`config.mk`:
```
export PLATFORM = sky130hd
export DESIGN_NAME = load_store_unit
export DESIGN_NICKNAME = d
export VERILOG_FILES = /design/src/rtl/load_store_unit.sv
export SDC_FILE = /design/constraint.sdc
export NUM_CORES = 1
export LEC_CHECK = 0
export ABC_AREA = 1
export BUFFER_PORTS_ARGS = -buffer_cell sky130_fd_sc_hd__buf_4
export CORE_UTILIZATION = 35
export CTS_BUF_LIST = sky130_fd_sc_hd__clkbuf_4 sky130_fd_sc_hd__clkbuf_8
export DETAILED_ROUTE_END_ITERATION = 16
export GPL_TIMING_DRIVEN = 0
export PLACE_DENSITY = 0.53
export SLEW_MARGIN = 10
export SYNTH_ARGS = -nofsm -noshare
export SYNTH_HDL_FRONTEND = slang
export SYNTH_SLANG_ARGS = --single-unit
```
`constraint.sdc`:
```
create_clock -name clk -period 7.75 [get_ports clk]
set_clock_uncertainty 0.1 [all_clocks]
set_input_delay 1.55 -clock clk [delete_from_list [all_inputs] [get_ports clk]]
set_output_delay 1.55 -clock clk [all_outputs]
set_load 0.01 [all_outputs]
```
`src/rtl/load_store_unit.sv`:
```
// RV32I load/store initiator for the data_memory port: one request at a time,
// effective-address generation, alignment/range/funct3 checks, load extension.
module load_store_unit #(
   parameter int MEM_BYTES = 2048,
   parameter int ADDR_W    = 16
) (
   input  logic              clk,
   input  logic              rst_n,
   input  logic              req_valid,
   output logic              req_ready,
   input  logic              req_is_store,
   input  logic [2:0]        req_funct3,
   input  logic [31:0]       req_base,
   input  logic [31:0]       req_offset,
   input  logic [31:0]       req_wdata,
   output logic              resp_valid,
   input  logic              resp_ready,
   output logic [31:0]       resp_rdata,
   output logic              resp_misaligned,
   output logic              resp_fault,
   output logic              mem_re,
   output logic              mem_we,
   output logic [1:0]        mem_store_type,
   output logic [2:0]        mem_read_type,
   output logic [ADDR_W-1:0] mem_addr,
   output logic [31:0]       mem_d_in,
   input  logic [31:0]       mem_d_out
);

   // state   | meaning
   // IDLE    | ready for a request; latches it on accept
   // DECODE  | checks latched request; faults go straight to RESP
   // ISSUE   | single-cycle mem_re or mem_we strobe
   // CAPTURE | memory read data is valid; slice and extend it
   // RESP    | response held until resp_ready
   typedef enum logic [2:0] {
      ST_IDLE,
      ST_DECODE,
      ST_ISSUE,
      ST_CAPTURE,
      ST_RESP
   } state_t;

   state_t      state;
   logic        lat_store;
   logic [2:0]  lat_f3;
   logic [31:0] lat_eff;
   logic [31:0] lat_wdata;

   logic        illegal;
   logic        misaligned;
   logic        out_of_range;
   logic [32:0] size_bytes;
   logic [1:0]  store_code;
   logic [2:0]  read_code;
   logic [31:0] wdata_masked;
   logic [31:0] load_ext;

   assign req_ready = (state == ST_IDLE);

   always_comb begin
      illegal    = 1'b0;
      misaligned = 1'b0;
      size_bytes = 33'd4;
      if (lat_store)
         illegal = lat_f3[2] | (lat_f3[1:0] == 2'b11);
      else
         illegal = (lat_f3[1:0] == 2'b11) | (lat_f3 == 3'b110);
      case (lat_f3[1:0])
         2'b00: size_bytes = 33'd1;
         2'b01: begin
            size_bytes = 33'd2;
            misaligned = lat_eff[0];
         end
         2'b10: begin
            size_bytes = 33'd4;
            misaligned = |lat_eff[1:0];
         end
         default: size_bytes = 33'd4;
      endcase
      // 33-bit compare so an address near 2^32 cannot wrap into range
      out_of_range = ({1'b0, lat_eff} + size_bytes) > 33'(MEM_BYTES);
   end

   always_comb begin
      store_code   = lat_f3[1:0] + 2'd1;
      read_code    = {1'b0, lat_f3[1:0] + 2'd1};
      wdata_masked = lat_wdata;
      case (lat_f3[1:0])
         2'b00:   wdata_masked = {24'd0, lat_wdata[7:0]};
         2'b01:   wdata_masked = {16'd0, lat_wdata[15:0]};
         default: wdata_masked = lat_wdata;
      endcase
   end

   // Upper bytes of mem_d_out may be stale for sub-word reads, so only the
   // accessed slice is used.
   always_comb begin
      load_ext = mem_d_out;
      case (lat_f3)
         3'b000:  load_ext = {{24{mem_d_out[7]}}, mem_d_out[7:0]};
         3'b001:  load_ext = {{16{mem_d_out[15]}}, mem_d_out[15:0]};
         3'b100:  load_ext = {24'd0, mem_d_out[7:0]};
         3'b101:  load_ext = {16'd0, mem_d_out[15:0]};
         default: load_ext = mem_d_out;
      endcase
   end

   always_ff @(posedge clk or negedge rst_n) begin
      if (!rst_n) begin
         state           <= ST_IDLE;
         lat_store       <= 1'b0;
         lat_f3          <= 3'd0;
         lat_eff         <= 32'd0;
         lat_wdata       <= 32'd0;
         resp_valid      <= 1'b0;
         resp_rdata      <= 32'd0;
         resp_misaligned <= 1'b0;
         resp_fault      <= 1'b0;
         mem_re          <= 1'b0;
         mem_we          <= 1'b0;
         mem_store_type  <= 2'b00;
         mem_read_type   <= 3'b000;
         mem_addr        <= '0;
         mem_d_in        <= 32'd0;
      end else begin
         case (state)
            ST_IDLE: begin
               if (req_valid) begin
                  lat_store <= req_is_store;
                  lat_f3    <= req_funct3;
                  lat_eff   <= req_base + req_offset;
                  lat_wdata <= req_wdata;
                  state     <= ST_DECODE;
               end
            end
            ST_DECODE: begin
               if (illegal) begin
                  resp_valid <= 1'b1;
                  resp_fault <= 1'b1;
                  resp_rdata <= 32'd0;
                  state      <= ST_RESP;
               end else if (misaligned) begin
                  resp_valid      <= 1'b1;
                  resp_misaligned <= 1'b1;
                  resp_rdata      <= 32'd0;
                  state           <= ST_RESP;
               end else if (out_of_range) begin
                  resp_valid <= 1'b1;
                  resp_fault <= 1'b1;
                  resp_rdata <= 32'd0;
                  state      <= ST_RESP;
               end else begin
                  mem_re         <= ~lat_store;
                  mem_we         <= lat_store;
                  mem_addr       <= lat_eff[ADDR_W-1:0];
                  mem_store_type <= lat_store ? store_code : 2'b00;
                  mem_read_type  <= lat_store ? 3'b000 : read_code;
                  mem_d_in       <= lat_store ? wdata_masked : 32'd0;
                  state          <= ST_ISSUE;
               end
            end
            ST_ISSUE: begin
               mem_re         <= 1'b0;
               mem_we         <= 1'b0;
               mem_store_type <= 2'b00;
               mem_read_type  <= 3'b000;
               if (lat_store) begin
                  resp_valid <= 1'b1;
                  resp_rdata <= 32'd0;
                  state      <= ST_RESP;
               end else begin
                  state <= ST_CAPTURE;
               end
            end
            ST_CAPTURE: begin
               resp_valid <= 1'b1;
               resp_rdata <= load_ext;
               state      <= ST_RESP;
            end
            ST_RESP: begin
               if (resp_ready) begin
                  resp_valid      <= 1'b0;
                  resp_rdata      <= 32'd0;
                  resp_misaligned <= 1'b0;
                  resp_fault      <= 1'b0;
                  state           <= ST_IDLE;
               end
            end
            default: state <= ST_IDLE;
         endcase
      end
   end

endmodule
```
## Yosys cells after proc, flatten, opt, wreduce, memory -nomap -nowiden

Index checks and enable logic that the tools add are counted.

| word-level totals | value |
|---|---|
| flip-flop bits (word level) | 161 |
| bits of input ports | 136 |
| output and inout bits | 91 |
| logic and storage cells | 109 |

| operators by class | value |
|---|---|
| $add $sub $neg | 3 |
| $lt $le $gt $ge | 1 |
| equality and inequality tests | 21 |
| multiplexer cells | 49 |
| bitwise gates (word level) | 6 |
| reduce and logical (&&, ||, !) cells | 14 |

Operators by type and width:

| kind | number |
|---|---|
| $pmux 32 s4 | 2 |
| $mux 32 | 6 |
| $pmux 32 s2 | 1 |
| $add 32x33->33 | 1 |
| $gt 33x12->1 const B | 1 |
| $add 32x32->32 | 1 |
| $mux 3 | 9 |
| $reduce_and 4->1 | 5 |
| $mux 1 | 16 |
| $pmux 3 s5 | 1 |
| $ne 2x2->1 const B | 7 |
| $eq 3x3->1 const B | 4 |
| $pmux 3 s2 | 2 |
| $mux 2 | 5 |
| $pmux 1 s2 | 5 |
| $eq 3x1->1 const B | 2 |
| $eq 3x2->1 const B | 2 |
| $logic_not 3->1 | 2 |
| $ne 3x3->1 const B | 2 |
| $eq 2x2->1 const B | 2 |
| $ne 4x4->1 const B | 1 |
| $not 1->1 | 4 |
| $pmux 1 s4 | 1 |
| $pmux 2 s2 | 1 |
| other kinds (8) | 11 |

## Depth between registers and ports, before layout

Gate-level depths: netlist of the first run.

| depth | value |
|---|---|
| depth in word-level cells | 8 |
| depth in mapped cells | 25 |
| depth with buffers taken out | 24 |

## Least setup slack after synthesis of the first run

OpenSTA, ideal clock, no wires.

| path | value |
|---|---|
| path type | input to register |
| start point | input req_base[0] |
| end point | register lat_eff[30] |
| library setup time | 118 ps |
| arrival | 3,423 ps |
| data required time | 7,532 ps |
| setup slack | 4,110 ps |
| cell stages on the path | 15 |
| buffers on the path | 0 |
| cells stage by stage | ha_1 inv_1 fa_1 o21ai_0 nand2_1 nand3_1 nand2_1 nand2_1 a21oi_1 o21ai_0 nand2_1 nand2_1 nand2_1 nand3_1 nand2_1 |

| on the way | value |
|---|---|
| longest elaborated chain between the ends | 1 |

Ends and longest elaborated chain:

| element | line | source |
|---|---|---|
| start, declared | 13 | `input logic [31:0] req_base,` |
| $add 32x32->32 | 132 | `lat_eff <= req_base + req_offset;` |
| end signal, assigned | 132 |  |
| end, declared | 47 | `logic [31:0] lat_eff;` |

No other way between the ends.
A chain may end at the register's enable or synchronous reset.

## Worst setup path after layout of the first run

| path | value |
|---|---|
| start point | register lat_f3[0] |
| end point | register mem_d_in[27] |

| on the way | value |
|---|---|
| longest elaborated chain between the ends | 6 |
| elaborated cells on any way between the ends | 18 |
| classes of those cells | add/sub: 1; order compare: 1; eq/ne: 4; mux: 5; bitwise: 5; reduce/logical: 2 |

Ends and longest elaborated chain:

| element | line | source |
|---|---|---|
| start, declared | 46 | `logic [2:0] lat_f3;` |
| start signal, assigned | 131 | `lat_f3 <= req_funct3;` |
| $eq 2x1->1 or $logic_not 2->1 (tied branches) | 69, 89 |  |
| $pmux 3 s2 | 69 | `case (lat_f3[1:0])` |
| $add 32x33->33 | 82 | `out_of_range = ({1'b0, lat_eff} + size_bytes) > 33'(MEM_BYTES);` |
| $gt 33x12->1 | 82 |  |
| $not 1->1 (no source line) | -- |  |
| $reduce_and 4->1 (no source line) | -- |  |
| end signal, assigned | 159 | `mem_d_in <= lat_store ? wdata_masked : 32'd0;` |
| end, declared | 26 | `output logic [31:0] mem_d_in,` |

Parallel ways exist; a longest one is shown, timed or not.

==> flow_summary.toml, run 1 <==
[detailed_routing]
wl_per_cell_um = 14.2
drcViolationCount = 0
avgViaCountPerCell = 4.57
initialDrtViolationCount = 519
dr.pass1.iters = 5
wl_um = 29400
num_vias = 9454
ant_nets = 0

[power]
vdd_drop_max_v = 0.0000987
p_leak_nw = 7.14
p_per_area_nw_per_um2 = 238
finalPower_mw = 2.96

[final_layout]
syn_to_final_growth_pct = 26.7
final_core_util_pct = 45.0
drive_gt1_share_pct = 17.1
nets = 1857
antenna_cells = 0

[clocking]
cts_tree = "done"
numCtsBuffers = 17
clockRootBuffer = "clkbuf_8"
clk_pin_slew_ns = 0.09
post_cts_buffers = 0
worstSkewPairLatency_ns = 0.47
cts_sinks = 160
clockBufferDepth = 2
h-tree-depth = 4
cts_resized = 0
ctsHoldBuffers = 0

[place]
routabilityCongestion = 0.922
io_buffers = 225
hpwl_um = 23300

[worst_setup_path]
crit_chain = "inv_1 > ha_1 > nor2_1 > ha_1 > buf_2 > nand2_1 > nand3_1 > nand2_1 > nor2_1 > nor3b_1 > nand3_1 > nor2_1 > nand3_1 > nand2_1 > nand2_2 > buf_6 > clkbuf_2 > o21ai_0 > inv_1"
worst_path_max_delay_cell = "nor2_1"
start_kind = "flip-flop"
crit_arrival_ns = 4.30
crit_type = "flip-flop to flip-flop"
end_kind = "flip-flop"
required_ns = 8.00
crit_path_max_fanout = 10
crit_path_max_incr_delay_ns = 0.41

[synthesis]
synth_top_cell_by_area = "dfrtp_1"
syn_avg_cell_area_um2 = 6.86
async_reset_ff_share_pct = 100
synth_cells = 1435
synth_fp_nets = 1612
ys_types = 36
netlist_top_cells_count = "nand2_1, inv_1, dfrtp_1, nor2_1, o21ai_0"
synthTopCellsByArea = "dfrtp_1, nand2_1, inv_1"
yosys_register_bits = 160
netlist_area_um2 = 9840
synth_edf_count = 0
synth_top_area_share_pct = 40.7
yosysMostFrequentCell = "nand2_1"
synth_seq_area_share_pct = 40.7
ys.flop_type = "dfrtp_1"
yosys_warnings = 0

[grt]
track_usage_pct = 21.1
grt_max_degree = 104
grt_pass1_vias = 9090
grt_overflow_total = 0
antenna_found_initial = 1
grt_pass1_wl_um = 47400

[floorplanning]
row_count = 61
fp.dieH_um = 170
io_pins = 227
start_util_pct = 35.5
core_um2 = 27700
die_w_um = 170
dieArea_um2 = 28800

[sta]
drv_slew = 0
slew_headroom_pct = 53.0
holdWs_ns = 0.379
final.min_clock_period_ns = 4.05
tightest_slew_ns = 0.698
rsz0062_at_grt = "false"
hold_violations = 0
setup_viol = 0
fin_setup_tns_ns = 0
fmax_ghz = 0.247
finalCritPeriodShare_pct = 52.3

[run]
maxCapViolCount = 0

[status]
outcome = "finished, final reports clean"

[hold_path]
worstHoldPathType = "flip-flop to flip-flop"
-- placed cells by master, fill, tap and decap left out, types with 9 or more instances in the layout --
cell type / Yosys / routed
nand2_1: 507 / 507
buf_4: 6 / 230
inv_1: 226 / 226
dfrtp_1: 160 / 160
nor2_1: 139 / 139
o21ai_0: 124 / 124
nand3_1: 67 / 67
ha_1: 39 / 39
a21oi_1: 24 / 24
clkbuf_1: 19 / 19
clkbuf_8: 0 / 19
nand4_1: 15 / 15
nor3_1: 11 / 11
xor2_1: 11 / 11
o21ai_1: 9 / 9
-- layer usage --
metal,global-route usage (%),vias to the layer above,part of all wire (%)
li1,-,4941,-
met1,28.1,4245,47
met2,34.6,227,46
met3,3.40,39,4.3
met4,7.09,2,2.6
met5,0,-,0.037
-- stage by stage --
stage,cell area (um^2),worst slack [ns],std cells
5_1_grt,12500,3.38,2070
6_report,12500,3.70,2070
3_3_place_gp,12000,3.39,2038
3_5_place_dp,12000,3.39,2039
4_1_cts,12500,3.60,2070
2_1_floorplan,9840,4.11,1435
-- kinds of logic after synthesis --
family,share of synthesized area (%)
XOR/XNOR,1.69
other,0.0381
AND/OR/NAND/NOR,31.3
buffers and inverters,10.7
flip-flops,40.7
adder cells (fa/ha/maj),5.37
AO/OA/AOI/OAI,10.2
-- power by group --
part / internal (mW) / leakage (nW) / total, mW / switching, mW
Sequential: 1.02 / 2.11 / 1.17 / 0.155
Combinational: 0.383 / 4.81 / 1.12 / 0.733
Clock: 0.342 / 0.214 / 0.672 / 0.331
Total: 1.74 / 7.14 / 2.96 / 1.22
-- critical path: cells and delay by family, from the launching register on --
kind | cells | cell delay, ns
buf+inv | 5 | 0.72
simple gates | 11 | 1.96
compound gates | 1 | 0.19
flops | 1 | 0.39
fa+ha+maj | 2 | 0.60
-- layout make-up --
cell class | instances | area [um^2]
fill | 2995 | 15200
clock inverter | 11 | 158
inverter | 227 | 852
buffer | 37 | 201
clock buffer | 20 | 269
tap | 378 | 473
timing repair buffer | 226 | 1720
sequential | 160 | 4000
multi-input combinational | 1011 | 4780
-- flip-flops by register name, summed over array words and instances (netlist names) --
name	flops
lat_eff	32
lat_wdata	32
mem_d_in	32
resp_rdata	32
mem_addr	16
lat_f3	3
state	3
mem_read_type	2
mem_store_type	2
lat_store	1
mem_re	1
mem_we	1
resp_fault	1
resp_misaligned	1
resp_valid	1
-- worst paths after layout --
path	start	end	slack (ns)	depth (start not counted)
min in group asynchronous	rst_n	mem_d_in[26]$_DFFE_PN0P_	0.90	1
min	resp_rdata[2]$_DFFE_PN0P_	resp_rdata[2]$_DFFE_PN0P_	0.38	2
max reg2reg	lat_f3[0]$_DFFE_PN0P_	mem_d_in[27]$_DFFE_PN0P_	3.70	19
max in group asynchronous	rst_n	mem_d_in[3]$_DFFE_PN0P_	5.80	2
max	lat_f3[0]$_DFFE_PN0P_	mem_d_in[27]$_DFFE_PN0P_	3.70	19
min reg2reg	resp_rdata[2]$_DFFE_PN0P_	resp_rdata[2]$_DFFE_PN0P_	0.38	2
(Power assumes the default switching activity.)
==> run 2: changes to the inputs <==
Settings changed: ABC_AREA 1 to 0, PLACE_DENSITY 0.53 to 0.54.
Clock period 7.75 ns to 3.95 ns, I/O delays scaled along.
==> flow_summary.toml, run 2 <==
[status]
outcome = "finished, final reports clean"

[grt]
grt.busiest_layer = "met2"
use_met3_pct = 2.51
track_usage_pct = 19.4
use_met1_pct = 26.3
grt_pass1_wl_um = 39500
grt_max_degree = 84
antenna_found_initial = 0
grt_pass1_vias = 7615
use_met2_pct = 32.4
grt_overflow_total = 0

[worst_setup_path]
cp.buffers_inverters = 6
crit_path_max_fanout = 7
r2r-start = "lat_f3[0]$_DFFE_PN0P_"
end_kind = "flip-flop"
ff2ff_path_depth = 17
worst_path_max_delay_cell = "dfrtp_2"
crit_path_max_incr_delay_ns = 0.45
required_ns = 4.24
path_common_cell = "buf_4"
crit_chain = "buf_4 > ha_4 > or2_4 > inv_2 > ha_4 > nor2b_4 > buf_4 > o2111ai_2 > mux2_2 > o32a_1 > nor4_4 > buf_6 > nand4_1 > o21ai_4 > buf_12 > buf_4 > a22o_1"
cp.depth = 17
crit_arrival_ns = 4.08
start_kind = "flip-flop"
crit_type = "flip-flop to flip-flop"
path_delay_family = "simple AND/OR/NAND/NOR gates"
cp-startpoint = "lat_f3[0]$_DFFE_PN0P_"

[sta]
finalCritPeriodShare_pct = 95.8
tightest_slew_ns = 0.955
final.min_clock_period_ns = 3.79
fmax_ghz = 0.264
drv_slew = 0
hold_violations = 0
setup_viol = 0
slew_headroom_pct = 35.8

[synthesis]
synth_top_area_share_pct = 46.5
netlist_top_cells_count = "nand2_1, dfrtp_1, o21ai_0, a21oi_1, ha_1"
ys_types = 67
yosys_warnings = 0
syn_avg_cell_area_um2 = 9.15
synth_fp_nets = 1118
synth_edf_count = 0
synthTopCellsByArea = "dfrtp_1, nand2_1, ha_1"
synth_top_cell_by_area = "dfrtp_1"
async_reset_ff_share_pct = 100
netlist_area_um2 = 8610
ys.flop_type = "dfrtp_1"
synth_seq_area_share_pct = 46.5
yosysMostFrequentCell = "nand2_1"
yosys_register_bits = 160
synth_cells = 941

[floorplanning]
fp.dieH_um = 159
dieArea_um2 = 25200
io_pins = 227
die_w_um = 159
core_um2 = 24200
row_count = 57
start_util_pct = 35.5

[detailed_routing]
dr.pass1.iters = 4
ant_nets = 0
wl_um = 23900
num_vias = 7597
initialDrtViolationCount = 390
drcViolationCount = 0
wl_per_cell_um = 15.6
avgViaCountPerCell = 4.95

[power]
p_per_area_nw_per_um2 = 503
switchingPower_mw = 2.25
vdd_drop_max_v = 0.000214
clock_power_share_pct = 23.0
p_leak_nw = 5.86
power_frac_seq_pct = 40.8
p_int_mw = 3.50
netSwitchingFraction_pct = 39.1
combPwrFrac_pct = 36.2

[place]
placed_area_um2 = 10700
routabilityCongestion = 0.806
io_buffers = 225
hpwl_um = 17700

[clocking]
cts_sinks = 160
clk_pin_slew_ns = 0.10
cts_tree = "done"
h-tree-depth = 4
clockRootBuffer = "clkbuf_8"
clockBufferDepth = 2
numCtsBuffers = 17
ctsHoldBuffers = 0
worstSkewPairLatency_ns = 0.46

[final_layout]
drive_gt1_share_pct = 26.8
nets = 1374
final_area_um2 = 11400
final_common_cell = "nand2_1"
fill_cells = 2461
antenna_cells = 0
layout_common_cells = "nand2_1, buf_4, dfrtp_1"
final_core_util_pct = 47.1
syn_to_final_growth_pct = 32.7

[hold_path]
worstHoldPathType = "primary input to asynchronous set/reset pin"

[run]
maxCapViolCount = 0
==> run 2: kinds of logic after synthesis <==
group	count (synthesis)	synth area share [%]
XOR/XNOR	23	2.34
other	1	0.0436
flip-flops	160	46.5
adder cells (fa/ha/maj)	41	6.13
multiplexers	17	2.63
AO/OA/AOI/OAI	243	18.5
AND/OR/NAND/NOR	383	20.5
buffers and inverters	73	3.39
==> run 2: worst paths after layout <==
check                                                 end  slack (ns)
worst max-delay path            resp_rdata[4]$_DFFE_PN0P_        0.16
worst min-delay path            lat_wdata[22]$_DFFE_PN0P_        0.19
worst max register to register  resp_rdata[4]$_DFFE_PN0P_        0.16
worst min register to register    mem_d_in[8]$_DFFE_PN0P_        0.37
max in group asynchronous          lat_eff[3]$_DFFE_PN0P_        2.73
min in group clk                  mem_d_in[8]$_DFFE_PN0P_        0.37
==> run 2: cell type report <==
cell class	instances	area (um^2)	share of cell area, %
clock buffers	17	234	2.05
inverters	30	115	1.01
multi-input cells	709	4430	38.8
plain buffers	41	205	1.80
repair buffers	238	1830	16.0
clock inverters	15	198	1.73
flip-flops and latches	160	4010	35.1
well taps	324	405	3.55
==> run 2: timing repair <==
action / in CTS / in global routing
gates resized for setup: 22 / 22
cloned: 0 / 3
setup buffers: 3 / 7
setup endpoints to repair: 90 / 87
pin swaps: 2 / 6
==> run 2: worst reg2reg max path, cell delays in order (launching register included) <==
cell and delay [ns]:
dfrtp_2 0.45, buf_4 0.16, ha_4 0.17, or2_4 0.24
inv_2 0.09, ha_4 0.22, nor2b_4 0.14, buf_4 0.14
o2111ai_2 0.20, mux2_2 0.37, o32a_1 0.21, nor4_4 0.27
buf_6 0.17, nand4_1 0.18, o21ai_4 0.20, buf_12 0.14
buf_4 0.14, a22o_1 0.13
==> run 2: metal layers <==
layer | share of wire (%) | up-vias
li1 | - | 3827
met1 | 47 | 3603
met2 | 49 | 161
met3 | 3.6 | 6
met4 | 0.68 | 0
met5 | 0 | -
==> run 2: power groups by stage <==
| stage | clock, mW | sequential, mW | combinational, mW |
|---|---|---|---|
| 2_1_floorplan | 0 | 2.26 | 1.28 |
| 3_3_place_gp | 0 | 2.36 | 1.85 |
| 3_5_place_dp | 0 | 2.37 | 1.88 |
| 4_1_cts | 1.37 | 2.34 | 1.99 |
| 5_1_grt | 1.42 | 2.41 | 2.38 |
| 6_report | 1.32 | 2.35 | 2.08 |
==> run 2: metrics by stage <==
stage          hold slack [ns]  worst slack [ns]  power, mW  setup TNS [ns]  instances
2_1_floorplan            0.345             0.141       3.54               0        941
3_3_place_gp             0.356            -0.936       4.21          -71.27       1490
3_5_place_dp             0.356            -0.957       4.25          -72.77       1491
4_1_cts                  0.197            0.0149       5.71               0       1524
5_1_grt                  0.214           -0.0463       6.21          -0.695       1534
6_report                 0.195             0.165       5.75               0       1534
==> run 3: changes to the inputs <==
Settings changed: CORE_UTILIZATION 35 to 30, PLACE_DENSITY 0.54 to 0.47.
==> flow_summary.toml, run 3 (synthesis results as in run 2) <==
[floorplanning]
dieArea_um2 = 29400
io_pins = 227
die_w_um = 171
core_um2 = 28000
start_util_pct = 30.7
row_count = 61
fp.dieH_um = 171

[sta]
fmax_ghz = 0.268
setup_viol = 0
slew_headroom_pct = 46.7
fin_ws_ns = 0.213
fin_setup_tns_ns = 0
final.min_clock_period_ns = 3.74
finalCritPeriodShare_pct = 94.6
drv_slew = 0
tightest_slew_ns = 0.788
hold_violations = 0

[detailed_routing]
ant_nets = 0
num_vias = 7508
drcViolationCount = 0
avgViaCountPerCell = 4.73
dr.pass1.iters = 4
initialDrtViolationCount = 409
wl_per_cell_um = 15.6
wl_um = 24800

[place]
routabilityCongestion = 0.761
hpwl_um = 18700
io_buffers = 225
pre_cts_ws_ns = -0.972

[clocking]
ctsHoldBuffers = 0
worstSkewPairLatency_ns = 0.46
cts_tree = "done"
clockBufferDepth = 2
cts_sinks = 160
numCtsBuffers = 17
clk_pin_slew_ns = 0.10
clockRootBuffer = "clkbuf_8"
h-tree-depth = 4

[worst_setup_path]
endpoint = "resp_rdata[28]$_DFFE_PN0P_"
required_ns = 4.25
crit_chain = "buf_12 > ha_4 > or2_4 > inv_1 > ha_4 > nor2b_4 > o211a_1 > nand3b_1 > mux2_2 > o22a_1 > nor3_2 > buf_4 > nand4_1 > o21ai_4 > buf_4 > buf_6 > a21bo_1"
reg2reg_setup_slack_ns = 0.21
start_kind = "flip-flop"
r2r_end = "resp_rdata[28]$_DFFE_PN0P_"
cp.depth = 17
worst_path_max_delay_cell = "dfrtp_2"
crit_path_max_fanout = 10
crit_arrival_ns = 4.04
crit_type = "flip-flop to flip-flop"
cp.buffers_inverters = 5
end_kind = "flip-flop"
cp-startpoint = "lat_f3[0]$_DFFE_PN0P_"
r2r-start = "lat_f3[0]$_DFFE_PN0P_"
crit_path_max_incr_delay_ns = 0.45
ff2ff_path_depth = 17
path_delay_family = "simple AND/OR/NAND/NOR gates"

[power]
p_per_area_nw_per_um2 = 499
vdd_drop_max_v = 0.000261
p_leak_nw = 5.84

[final_layout]
final_common_cell = "nand2_1"
layout_common_cells = "nand2_1, buf_4, dfrtp_1"
drive_gt1_share_pct = 26.5
antenna_cells = 0
syn_to_final_growth_pct = 32.8
nets = 1372

[hold_path]
worstHoldPathType = "primary input to asynchronous set/reset pin"

[grt]
antenna_found_initial = 0
track_usage_pct = 17.2
grt_max_degree = 98
grt_overflow_total = 0
grt_pass1_vias = 7312
grt_pass1_wl_um = 39300

[status]
outcome = "finished, final reports clean"

[run]
maxCapViolCount = 0
## run 3: per-layer routing
| metal | part of all wire, % | vias to the layer above | track usage (%) |
|---|---|---|---|
| li1 | - | 3830 | - |
| met1 | 47 | 3494 | 23.1 |
| met2 | 48 | 169 | 28.7 |
| met3 | 3.8 | 15 | 3.08 |
| met4 | 0.88 | 0 | 3.88 |
| met5 | 0 | - | 0 |
## run 3: where the power goes
| group | internal, mW | switching (mW) | total (mW) | leakage (nW) |
|---|---|---|---|---|
| registers | 1.99 | 0.345 | 2.34 | 2.11 |
| logic | 0.856 | 1.22 | 2.08 | 3.52 |
| clock network | 0.602 | 0.680 | 1.28 | 0.208 |
## run 3: worst reg2reg max path, stage by stage (launching register included)
cell	delay (ns)
dfrtp_2	0.45
buf_12	0.14
ha_4	0.17
or2_4	0.23
inv_1	0.13
ha_4	0.24
nor2b_4	0.15
o211a_1	0.24
nand3b_1	0.16
mux2_2	0.35
o22a_1	0.20
nor3_2	0.16
buf_4	0.17
nand4_1	0.18
o21ai_4	0.19
buf_4	0.17
buf_6	0.15
a21bo_1	0.12
## run 3: final cells by class
type                            instances  area (um^2)
Inverter                               30          115
Timing Repair Buffer                  237         1820
Clock inverter                         14          171
Clock buffer                           18          248
Sequential cell                       160         4010
Fill cell                            2859        16600
Tap cell                              378          473
Buffer                                 41          198
Multi-Input combinational cell        708         4400
## run 3: how the worst min path moves through the flow
stage / startpoint / endpoint
final: rst_n / mem_d_in[22]$_DFFE_PN0P_
after global placement: mem_d_in[8]$_DFFE_PN0P_ / mem_d_in[8]$_DFFE_PN0P_
after CTS: rst_n / mem_d_in[22]$_DFFE_PN0P_
after global routing: rst_n / mem_d_in[22]$_DFFE_PN0P_
after detailed placement: lat_wdata[11]$_DFFE_PN0P_ / lat_wdata[11]$_DFFE_PN0P_
after floorplan: lat_wdata[10]$_DFFE_PN0P_ / lat_wdata[10]$_DFFE_PN0P_
## run 3: metrics by stage
step           area (um^2)  instances  power, mW  utilization, %  hold slack [ns]
3_5_place_dp         10800       1545       4.27            38.6            0.361
3_3_place_gp         10800       1544       4.25            38.5            0.357
2_1_floorplan         8610        941       3.54               -            0.345
4_1_cts              11300       1582       5.69            40.5            0.140
6_report             11400       1586       5.70            40.8            0.139
5_1_grt              11400       1586       6.16            40.8            0.147
## run 3: repair_timing
action / 4_1_cts / 5_1_grt
endpoints found under the setup margin: 90 / 89
gates cloned: 2 / 0
resized for setup: 22 / 14
buffers inserted: 5 / 4
pin swaps: 2 / 2
